===== src/rtl/dmem_arbiter.sv =====
// Two-port arbiter in front of the single-port data memory: CPU on port 0, loader/debug on port 1.
// Define DMEM_ARB_PERF_EN to add saturating grant and port-1 stall counters.
module dmem_arbiter #(
    parameter int BITNESS = 32,
    parameter int MEM_LAT = 1
) (
    input  logic               clk_i,
    input  logic               rst_i,
    input  logic               p0_valid_i,
    output logic               p0_ready_o,
    input  logic [BITNESS-1:0] p0_addr_i,
    input  logic [BITNESS-1:0] p0_wdata_i,
    input  logic               p0_we_i,
    input  logic [2:0]         p0_ctrl_i,
    output logic               p0_rsp_valid_o,
    input  logic               p1_valid_i,
    output logic               p1_ready_o,
    input  logic [BITNESS-1:0] p1_addr_i,
    input  logic [BITNESS-1:0] p1_wdata_i,
    input  logic               p1_we_i,
    input  logic [2:0]         p1_ctrl_i,
    output logic               p1_rsp_valid_o,
    output logic [BITNESS-1:0] rsp_data_o,
    output logic               cpu_stall_o,
    output logic [BITNESS-1:0] mem_addr_o,
    output logic [BITNESS-1:0] mem_wdata_o,
    output logic               mem_we_o,
    output logic [2:0]         mem_ctrl_o,
    input  logic [BITNESS-1:0] mem_rdata_i
`ifdef DMEM_ARB_PERF_EN
   ,output logic [31:0]        p0_grants_o,
    output logic [31:0]        p1_grants_o,
    output logic [31:0]        p1_stall_cycles_o
`endif
);

    typedef enum logic [1:0] {IDLE, ACCESS, RESP} state_e;

    state_e             state_q, state_d;
    logic               last_q, last_d;
    logic               owner_q, owner_d;
    logic               first_q, first_d;
    logic [3:0]         cnt_q, cnt_d;
    logic [BITNESS-1:0] addr_q, addr_d;
    logic [BITNESS-1:0] wdata_q, wdata_d;
    logic               we_q, we_d;
    logic [2:0]         ctrl_q, ctrl_d;
    logic [BITNESS-1:0] rsp_q, rsp_d;
    logic               grant;

    // Tie goes to the port that did not win last; a lone requester always wins.
    always_comb begin
        if (p0_valid_i && p1_valid_i) grant = ~last_q;
        else                          grant = p1_valid_i;
    end

    assign p0_ready_o     = (state_q == IDLE) && p0_valid_i && !grant;
    assign p1_ready_o     = (state_q == IDLE) && p1_valid_i && grant;
    assign p0_rsp_valid_o = (state_q == RESP) && !owner_q;
    assign p1_rsp_valid_o = (state_q == RESP) && owner_q;
    assign cpu_stall_o    = p0_valid_i && !p0_rsp_valid_o;
    assign rsp_data_o     = rsp_q;
    // Memory-side address/data/ctrl come straight from the latches, so they hold between accesses.
    assign mem_addr_o     = addr_q;
    assign mem_wdata_o    = wdata_q;
    assign mem_ctrl_o     = ctrl_q;
    assign mem_we_o       = (state_q == ACCESS) && first_q && we_q;

    always_comb begin
        state_d = state_q;
        last_d  = last_q;
        owner_d = owner_q;
        first_d = first_q;
        cnt_d   = cnt_q;
        addr_d  = addr_q;
        wdata_d = wdata_q;
        we_d    = we_q;
        ctrl_d  = ctrl_q;
        rsp_d   = rsp_q;
        case (state_q)
            IDLE: begin
                if (p0_valid_i || p1_valid_i) begin
                    addr_d  = grant ? p1_addr_i  : p0_addr_i;
                    wdata_d = grant ? p1_wdata_i : p0_wdata_i;
                    we_d    = grant ? p1_we_i    : p0_we_i;
                    ctrl_d  = grant ? p1_ctrl_i  : p0_ctrl_i;
                    owner_d = grant;
                    last_d  = grant;
                    cnt_d   = 4'(MEM_LAT - 1);
                    first_d = 1'b1;
                    state_d = ACCESS;
                end
            end
            ACCESS: begin
                first_d = 1'b0;
                if (cnt_q == 4'd0) begin
                    rsp_d   = we_q ? '0 : mem_rdata_i;
                    state_d = RESP;
                end else begin
                    cnt_d = cnt_q - 4'd1;
                end
            end
            RESP:    state_d = IDLE;
            default: state_d = IDLE;
        endcase
    end

    always_ff @(posedge clk_i or negedge rst_i) begin
        if (!rst_i) begin
            state_q <= IDLE;
            last_q  <= 1'b1;
            owner_q <= 1'b0;
            first_q <= 1'b0;
            cnt_q   <= '0;
            addr_q  <= '0;
            wdata_q <= '0;
            we_q    <= 1'b0;
            ctrl_q  <= '0;
            rsp_q   <= '0;
        end else begin
            state_q <= state_d;
            last_q  <= last_d;
            owner_q <= owner_d;
            first_q <= first_d;
            cnt_q   <= cnt_d;
            addr_q  <= addr_d;
            wdata_q <= wdata_d;
            we_q    <= we_d;
            ctrl_q  <= ctrl_d;
            rsp_q   <= rsp_d;
        end
    end

`ifdef DMEM_ARB_PERF_EN
    logic [31:0] p0_grants_q, p1_grants_q, p1_stall_q;
    logic        p1_owns;

    assign p1_owns = (state_q != IDLE) && owner_q;

    // All counters stick at all-ones rather than wrapping.
    always_ff @(posedge clk_i or negedge rst_i) begin
        if (!rst_i) begin
            p0_grants_q <= '0;
            p1_grants_q <= '0;
            p1_stall_q  <= '0;
        end else begin
            if (p0_ready_o && (p0_grants_q != '1)) p0_grants_q <= p0_grants_q + 32'd1;
            if (p1_ready_o && (p1_grants_q != '1)) p1_grants_q <= p1_grants_q + 32'd1;
            if (p0_valid_i && p1_owns && (p1_stall_q != '1)) p1_stall_q <= p1_stall_q + 32'd1;
        end
    end

    assign p0_grants_o       = p0_grants_q;
    assign p1_grants_o       = p1_grants_q;
    assign p1_stall_cycles_o = p1_stall_q;
`endif

endmodule


===== config.mk =====
export PLATFORM = sky130hd
export DESIGN_NAME = dmem_arbiter
export DESIGN_NICKNAME = d
export VERILOG_FILES = /design/src/rtl/dmem_arbiter.sv
export SDC_FILE = /design/constraint.sdc
export NUM_CORES = 1
export LEC_CHECK = 0
export CAP_MARGIN = 20
export CORE_MARGIN = 2
export CORE_UTILIZATION = 32
export CTS_CLUSTER_SIZE = 8
export DETAILED_ROUTE_END_ITERATION = 8
export PLACE_DENSITY_LB_ADDON = 0.3
export SLEW_MARGIN = 5
export SYNTH_ARGS = -nofsm -noshare
export SYNTH_HDL_FRONTEND = slang
export SYNTH_SLANG_ARGS = --single-unit

===== constraint.sdc =====
create_clock -name clk_i -period 3.7 [get_ports clk_i]
set_input_delay 0.925 -clock clk_i [delete_from_list [all_inputs] [get_ports clk_i]]
set_output_delay 0.925 -clock clk_i [all_outputs]
set_load 0.05 [all_outputs]

==> results of run 1 <==
==> layout make-up <==
cell class	instances	share of cell area, %
inverters	4	0.181
clock buffers	9	2.72
clock inverters	7	1.18
flip-flops and latches	109	32.9
well taps	211	3.18
repair buffers	285	34.8
multi-input cells	407	25.1
==> cell usage in the layout (no fill, tap or decap), types with 2 or more instances in the layout <==
master	Yosys	layout
ha_1	2	2
nor3b_1	2	2
bufinv_16	0	2
nor2b_1	2	2
a31oi_1	69	69
a21oi_1	70	70
dfrtp_1	108	108
o21ai_0	65	65
clkinvlp_4	0	2
nand2b_1	33	33
clkbuf_16	0	9
nor3_1	2	2
clkdlybuf4s50_1	0	272
buf_12	0	5
buf_4	0	8
nand2_1	141	141
and3_1	2	2
inv_1	4	4
==> cells by family (layout without fill, tap and decap cells) <==
kind of cell               after synthesis  count (layout)  synth area share (%)
AOI/OAI and AO/OA                      212             212                  23.3
buffers and inverters                   57             305                  4.92
DFF                                    109             109                  54.2
adders and majority gates                2               2                 0.497
and+or+nand+nor                        193             193                  17.1
==> worst max-delay path by stage <==
stage,to,slack (ns),depth (start not counted)
floorplan,p1_ready_o,0.20,4
global placement,p1_ready_o,0.59,4
detailed placement,p1_ready_o,0.55,4
CTS,p1_ready_o,0.55,4
global route,p1_ready_o,0.49,4
finish,p1_ready_o,0.56,4
==> power groups by stage <==
stage                     combinational (W)  clock (W)  sequential (W)
after floorplan                     0.00149          0         0.00396
after global placement              0.00509          0         0.00212
after detailed placement            0.00511          0         0.00214
after CTS                           0.00511    0.00109         0.00213
after global routing                0.00538    0.00114         0.00221
final                               0.00506    0.00106         0.00213
==> per-layer routing <==
layer / GRT usage [%] / share of wire (%)
met5: 0 / 0
met4: 6.64 / 1.9
met3: 6.28 / 8.9
met2: 32.6 / 48
met1: 25.5 / 41
==> cells in the mapped netlist (all sizes together), types with 2 or more instances <==
cell	instances	area share (%)
a21oi	70	7.0
a31oi	69	8.6
and2	2	0.30
and3	2	0.25
buf	13	1.6
clkbuf	40	3.0
dfrtp	108	54
ha	2	0.50
inv	4	0.30
nand2	141	11
nand2b	33	4.1
nor2b	2	0.25
nor3	2	0.20
nor3b	2	0.30
o21ai	66	6.6
==> stage by stage <==
stage                     std cells  cell area [µm²]  hold WS, ns  util, %  total power [W]
after floorplan                 573             5040        0.439        -          0.00545
after global placement         1016             7970        0.457     52.0          0.00721
after detailed placement       1016             7970        0.460     52.0          0.00725
after CTS                      1032             8290        0.479     54.1          0.00833
after global routing           1032             8290        0.498     54.1          0.00872
final                          1032             8290        0.476     54.1          0.00824
==> flip-flops by register name, summed over array words and instances, names as in the netlist <==
register	count
cnt_q	4
first_q	1
last_q	1
mem_addr_o	32
mem_ctrl_o	3
mem_wdata_o	32
owner_q	1
rsp_data_o	32
state_q	2
we_q	1
==> worst register-to-register path, stage by stage (launching register included) <==
cell and delay [ns]:
dfrtp_1 0.38, inv_1 0.11, ha_1 0.20, or3b_1 0.80
o21ai_0 0.34, o21ai_0 0.12
==> impl_metrics.tcl, run 1 <==
set metrics [dict create \
    outcome "finished clean" \
    viasPerCell 4.95 \
    holdPathStages 2 \
    relSlewSlack_pct 28.7 \
    setup_slack_ns 0.563 \
    grt_max_degree 72 \
    htree_levels 3 \
    syn_inst 573 \
    synthFlopType "dfrtp_1" \
    start_kind "input pin" \
    tns_ns 0 \
    skew_ns 0.00691 \
    clkPwrFrac_pct 12.8 \
    pre_cts_slack_ns 0.553 \
    numCtsBuffers 9 \
    r2r_start "cnt_q[0]" \
    crit_family "buffers and inverters" \
    ys_seq_elements 109 \
    setup_viol 0 \
    swShare_pct 50.6 \
    synthArstFlopShare_pct 100 \
    root_buffer "clkbuf_16" \
    rsz0062_at_grt "no" \
    grt_use_total_pct 20.0 \
    criticalPathCategory "input pin to output pin" \
    finalCriticalPeriod_ns 3.14 \
    insertedDiodeCount 0 \
    worstMarginPinSlew_ns 1.07 \
    worstPathRequired_ns 2.77 \
    clk_path_buf_depth 2 \
    fin_crit_sh_pct 84.8 \
    drc 0 \
    nNetsFinal 990 \
    dr.pass1.iters 4 \
    synth_edf_count 0 \
    postRouteAntennaNets 0 \
    grt_pass1_vias 4985 \
    antenna_found_initial 0 \
    cts_tree "yes" \
    hold_class "flop to flop" \
    worstHoldStart "first_q" \
    io_buffers 276 \
    synth_area_mm2 0.00504 \
    crit_start "p0_valid_i" \
    synth_cell_types 36 \
    route.vias.total 5108 \
    drv_cap 0 \
    core_area_mm2 0.0153 \
    p_comb_share_pct 61.4 \
    vdd_drop_max_mv 0.426 \
    leakage_nw 3.37 \
    hold_buffers 0 \
    p_switching_w 0.00417 \
    initial_core_util_pct 32.9 \
    power_frac_seq_pct 25.8 \
    overflow 0 \
    end_kind "output pin" \
    wirelength_um 16800 \
    ys_warn_count 0 \
    multiInputGateArea_mm2 0.00208 \
    dieArea_mm2 0.0168 \
    area_growth_pct 64.5 \
    cts_num_sinks 109 \
    syn_area_per_cell_um2 8.79 \
    die_h_um 129 \
    cts_resized 0 \
    clk_pin_slew_ns 0.07 \
    hold_viol_final 0 \
    syn_nets 747 \
    num_rows 45 \
    worst-r2r-setup-slack_ns 1.59 \
    crit_chain "clkdlybuf4s50_1, a21bo_2, nor3_1, buf_4" \
    fill_cells 1455 \
    dp_hpwl_um 11200 \
    r2r_cells 5 \
    grt_first_pass_wirelength_um 26400 \
    drive_above_1_share_pct 4.38 \
    slowest_delay_ns 0.51 \
    cp_max_fo 6 \
    slowest_stage "clkdlybuf4s50_1" \
    wl_per_cell_um 16.3 \
    min_to "first_q" \
    path_buf_inv 2 \
    postCtsSetupBuffers 0 \
    register_area_mm2 0.00273 \
    die_w_um 129 \
    internal_power_w 0.00407 \
    first_iter_violations 156 \
    critPathArrivalTime_ns 2.21 \
    r2r-end "rsp_data_o[1]" \
    max_freq_mhz 319 \
    ios 277 \
    ys_seq_area_share_pct 54.2 \
    finalMaxSlewViolations 0 \
    gp_congestion 0.775 \
    power.density_mw_per_mm2 994 \
    insertion_delay_ns 0.35 \
]
No activity file was read; power rests on OpenSTA's default activity.
==> inputs of run 2 (changes only) <==
==> constraint.sdc (replaced) <==
create_clock -name clk_i -period 2.7 [get_ports clk_i]
set_input_delay 0.675 -clock clk_i [delete_from_list [all_inputs] [get_ports clk_i]]
set_output_delay 0.675 -clock clk_i [all_outputs]
set_load 0.05 [all_outputs]
==> impl_metrics.tcl, run 2 (synthesis results as in run 1) <==
set metrics [dict create \
    p_switching_w 0.00572 \
    grt_max_degree 72 \
    r2r_start "cnt_q[0]" \
    first_iter_violations 271 \
    critPathArrivalTime_ns 1.92 \
    setup_viol 0 \
    drive_above_1_share_pct 5.33 \
    p_comb_share_pct 62.4 \
    grt_use_total_pct 20.2 \
    leakage_nw 3.40 \
    clk_path_buf_depth 2 \
    finalNonFillerCells 1037 \
    start_kind "flop" \
    drv_cap 0 \
    worstMarginPinSlew_ns 1.07 \
    final_cell_mix "270 x clkdlybuf4s50_1, 141 x nand2_1, 108 x dfrtp_1" \
    post-place-cells 1021 \
    die_h_um 129 \
    end_kind "output pin" \
    internal_power_w 0.00539 \
    wl_per_cell_um 16.3 \
    pre_cts_slack_ns 0.133 \
    clk_pin_slew_ns 0.07 \
    cts_tree "yes" \
    cp_max_fo 8 \
    root_buffer "clkbuf_16" \
    fill_cells 1408 \
    fin_crit_sh_pct 96.1 \
    outcome "finished clean" \
    drc 0 \
    worstPathRequired_ns 2.03 \
    hold_viol_final 0 \
    final_common_cell "clkdlybuf4s50_1" \
    tns_ns 0 \
    dieArea_mm2 0.0168 \
    dp_hpwl_um 11400 \
    slowest_stage "clkdlybuf4s50_1" \
    design_area_mm2 0.00829 \
    dpl-instance-area_mm2 0.00801 \
    die_w_um 129 \
    postCtsSetupBuffers 0 \
    num_rows 45 \
    io_buffers 276 \
    hold_buffers 0 \
    relSlewSlack_pct 28.6 \
    gp_congestion 0.774 \
    vdd_drop_max_mv 0.661 \
    max_freq_mhz 385 \
    core_area_mm2 0.0153 \
    hold_class "input pin to asynchronous set/reset pin" \
    crit_chain "and3b_1, clkdlybuf4s50_1" \
    skew_ns 0.00737 \
    dr.pass1.iters 4 \
    clkPwrFrac_pct 11.4 \
    initial_core_util_pct 32.9 \
    whs_ns 0.320 \
    insertion_delay_ns 0.35 \
    insertedDiodeCount 0 \
    finalCriticalPeriod_ns 2.60 \
    register_area_mm2 0.00273 \
    nNetsFinal 995 \
    rsz0062_at_grt "no" \
    viasPerCell 5.01 \
    grt_first_pass_wirelength_um 26900 \
    htree_levels 3 \
    ios 277 \
    wirelength_um 16900 \
    multiInputGateArea_mm2 0.00209 \
    cts_resized 0 \
    grt_pass1_vias 5081 \
    overflow 0 \
    slowest_delay_ns 0.81 \
    setup_slack_ns 0.105 \
    antenna_found_initial 0 \
    area_growth_pct 64.6 \
    power_frac_seq_pct 26.3 \
    postRouteAntennaNets 0 \
    swShare_pct 51.5 \
    criticalPathCategory "flop to output pin" \
    r2r-end "rsp_data_o[4]" \
    cts_num_sinks 109 \
    finalMaxSlewViolations 0 \
    numCtsBuffers 9 \
    r2r_cells 5 \
    route.vias.total 5196 \
    worst-r2r-setup-slack_ns 0.56 \
    power.density_mw_per_mm2 1340 \
]
-- run 2: final cells by class --
type / instances / area share [%]
repair buffers: 290 / 35.2
flip-flops and latches: 109 / 32.9
multi-input cells: 407 / 25.2
well taps: 211 / 3.18
clock buffers: 9 / 2.72
clock inverters: 7 / 0.619
inverters: 4 / 0.181
-- run 2: routing by layer --
| layer | GRT usage [%] | vias to the layer above | wire, µm |
|---|---|---|---|
| met3 | 6.52 | 24 | 1580 |
| li1 | - | 2479 | - |
| met5 | 0 | - | 0 |
| met2 | 32.4 | 217 | 8010 |
| met1 | 25.6 | 2476 | 6960 |
| met4 | 7.59 | 0 | 366 |
-- run 2: worst max-delay path by stage --
stage | start | end | slack [ns] | cells past startpoint
after global placement | p1_valid_i | p1_ready_o | 0.16 | 4
after global routing | state_q[0] | p1_rsp_valid_o | 0.009 | 2
final | state_q[0] | p1_rsp_valid_o | 0.10 | 2
after CTS | state_q[0] | p0_rsp_valid_o | 0.01 | 2
after detailed placement | p1_valid_i | p1_ready_o | 0.13 | 4
after floorplan | p1_valid_i | p1_ready_o | 0.15 | 4
-- run 2: critical path: cells and delay by family, from the launching register on --
family / cells / cell delay (ns)
buffers and inverters: 1 / 0.81
AND/OR/NAND/NOR: 1 / 0.27
flip-flops: 1 / 0.50
-- run 2: power by group through the flow --
stage                     sequential, W  clock [W]  combinational, W
after global routing            0.00302    0.00137           0.00739
after floorplan                 0.00543          0           0.00205
final                           0.00292    0.00127           0.00693
after global placement          0.00291          0           0.00696
after CTS                       0.00293    0.00130           0.00699
after detailed placement        0.00294          0           0.00698
-- run 2: metrics by stage --
| step | total power (W) | util, % |
|---|---|---|
| finish | 0.0111 | 54.1 |
| global placement | 0.00987 | 52.3 |
| global route | 0.0118 | 54.1 |
| detailed placement | 0.00992 | 52.3 |
| CTS | 0.0112 | 54.1 |
| floorplan | 0.00747 | - |
==> inputs of run 3 (changes only) <==
==> constraint.sdc (replaced) <==
create_clock -name clk_i -period 2.7 [get_ports clk_i]
set_input_delay 0.675 -clock clk_i [delete_from_list [all_inputs] [get_ports clk_i]]
set_output_delay 0.675 -clock clk_i [all_outputs]
set_load 0.1 [all_outputs]
==> impl_metrics.tcl, run 3 (synthesis results as in run 1) <==
set metrics [dict create \
    r2r_cells 3 \
    finalNonFillerCells 1034 \
    viasPerCell 4.94 \
    drv_cap 0 \
    htree_levels 3 \
    clk_pin_slew_ns 0.07 \
    grt_max_degree 72 \
    wl_met1_um 6890 \
    hold_viol_final 0 \
    antenna_found_initial 0 \
    outcome "finished clean" \
    clk_path_buf_depth 2 \
    max_freq_mhz 386 \
    die_h_um 129 \
    setup_viol 0 \
    drc 0 \
    dieArea_mm2 0.0168 \
    grt_first_pass_wirelength_um 26100 \
    start_kind "input pin" \
    cts_resized 0 \
    numCtsBuffers 9 \
    initial_core_util_pct 32.9 \
    worstMarginPinSlew_ns 0.792 \
    relSlewSlack_pct 47.2 \
    num_rows 45 \
    dr.pass1.iters 6 \
    dp_hpwl_um 11300 \
    wl_per_cell_um 16.1 \
    top_layer_used "met4" \
    root_buffer "clkbuf_16" \
    finalMaxSlewViolations 0 \
    wl_met3_um 1460 \
    r2r-end "mem_addr_o[5]" \
    post-place-cells 1020 \
    route.vias.total 5104 \
    gp_congestion 0.752 \
    wirelength_um 16700 \
    grt_use_total_pct 19.7 \
    cts_tree "yes" \
    die_w_um 129 \
    ios 277 \
    r2r_start "state_q[0]" \
    postCtsSetupBuffers 0 \
    insertion_delay_ns 0.34 \
    overflow 0 \
    end_kind "output pin" \
    hold_class "input pin to asynchronous set/reset pin" \
    first_iter_violations 255 \
    finalCriticalPeriod_ns 2.59 \
    area_growth_pct 60.3 \
    worstPathRequired_ns 2.03 \
    worst-r2r-setup-slack_ns 0.74 \
    rsz0062_at_grt "no" \
    insertedDiodeCount 0 \
    critPathArrivalTime_ns 1.91 \
    fin_crit_sh_pct 95.9 \
    io_buffers 276 \
    drive_above_1_share_pct 17.4 \
    cp_max_fo 6 \
    final_common_cell "clkdlybuf4s50_1" \
    met2WireLength_um 8110 \
    criticalPathCategory "input pin to output pin" \
    hold_buffers 0 \
    cts_num_sinks 109 \
    grt_pass1_vias 5009 \
    postRouteAntennaNets 0 \
    final_cell_mix "170 x clkdlybuf4s50_1, 141 x nand2_1, 112 x buf_4" \
    core_area_mm2 0.0153 \
    nNetsFinal 994 \
    skew_ns 0.00372 \
]
run 3: cell types whose count changed in the layout (fill, tap and decap cells not counted), sizes merged:
cell / change
clkinv: -2
buf: +100
bufinv: +1
clkinvlp: -2
clkbuf: +1
dlymetal6s2s: -1
clkdlybuf4s50: -100
run 3: cell type report:
cell class | count | area, µm²
timing repair buffer | 289 | 2680
tap | 211 | 264
multi-input combinational | 407 | 2100
inverter | 4 | 15.0
clock inverter | 4 | 48.8
fill | 1470 | 7240
clock buffer | 10 | 239
sequential | 109 | 2730
run 3: stage by stage:
stage | cell area (µm²) | setup WS (ns) | hold slack (ns) | setup TNS, ns | util, %
5_1_grt | 8080 | 0.0605 | 0.248 | 0 | 52.8
4_1_cts | 8080 | 0.0992 | 0.234 | 0 | 52.8
2_1_floorplan | 5060 | -0.0621 | 0.379 | -0.0621 | -
3_3_place_gp | 7790 | 0.129 | 0.457 | 0 | 50.9
6_report | 8080 | 0.110 | 0.238 | 0 | 52.8
3_5_place_dp | 7790 | 0.102 | 0.461 | 0 | 50.9
run 3: critical path, stage by stage:
cell	delay, ns
clkdlybuf4s50_1	0.52
a21bo_2	0.30
nor3_4	0.21
buf_12	0.21
run 3: layer usage:
metal	up-vias	global-route usage, %
met4	0	5.25
met2	191	32.0
met3	17	6.94
met1	2421	25.2
li1	2475	-
met5	-	0
run 3: how the worst max path moves through the flow:
stage                     startpoint           to  slack (ns)  cells past startpoint
after global placement    p1_valid_i   p1_ready_o        0.13                      4
after global routing      p1_valid_i   p1_ready_o        0.06                      4
final                     p1_valid_i   p1_ready_o        0.11                      4
after floorplan           state_q[1]  cpu_stall_o       -0.06                      2
after detailed placement  p1_valid_i   p1_ready_o        0.10                      4
after CTS                 p1_valid_i   p1_ready_o         0.1                      4
Power of run 3 is left out: the tool's default activity adds up to more than one toggle a clock period on the data nets, which glitch-free logic cannot reach.
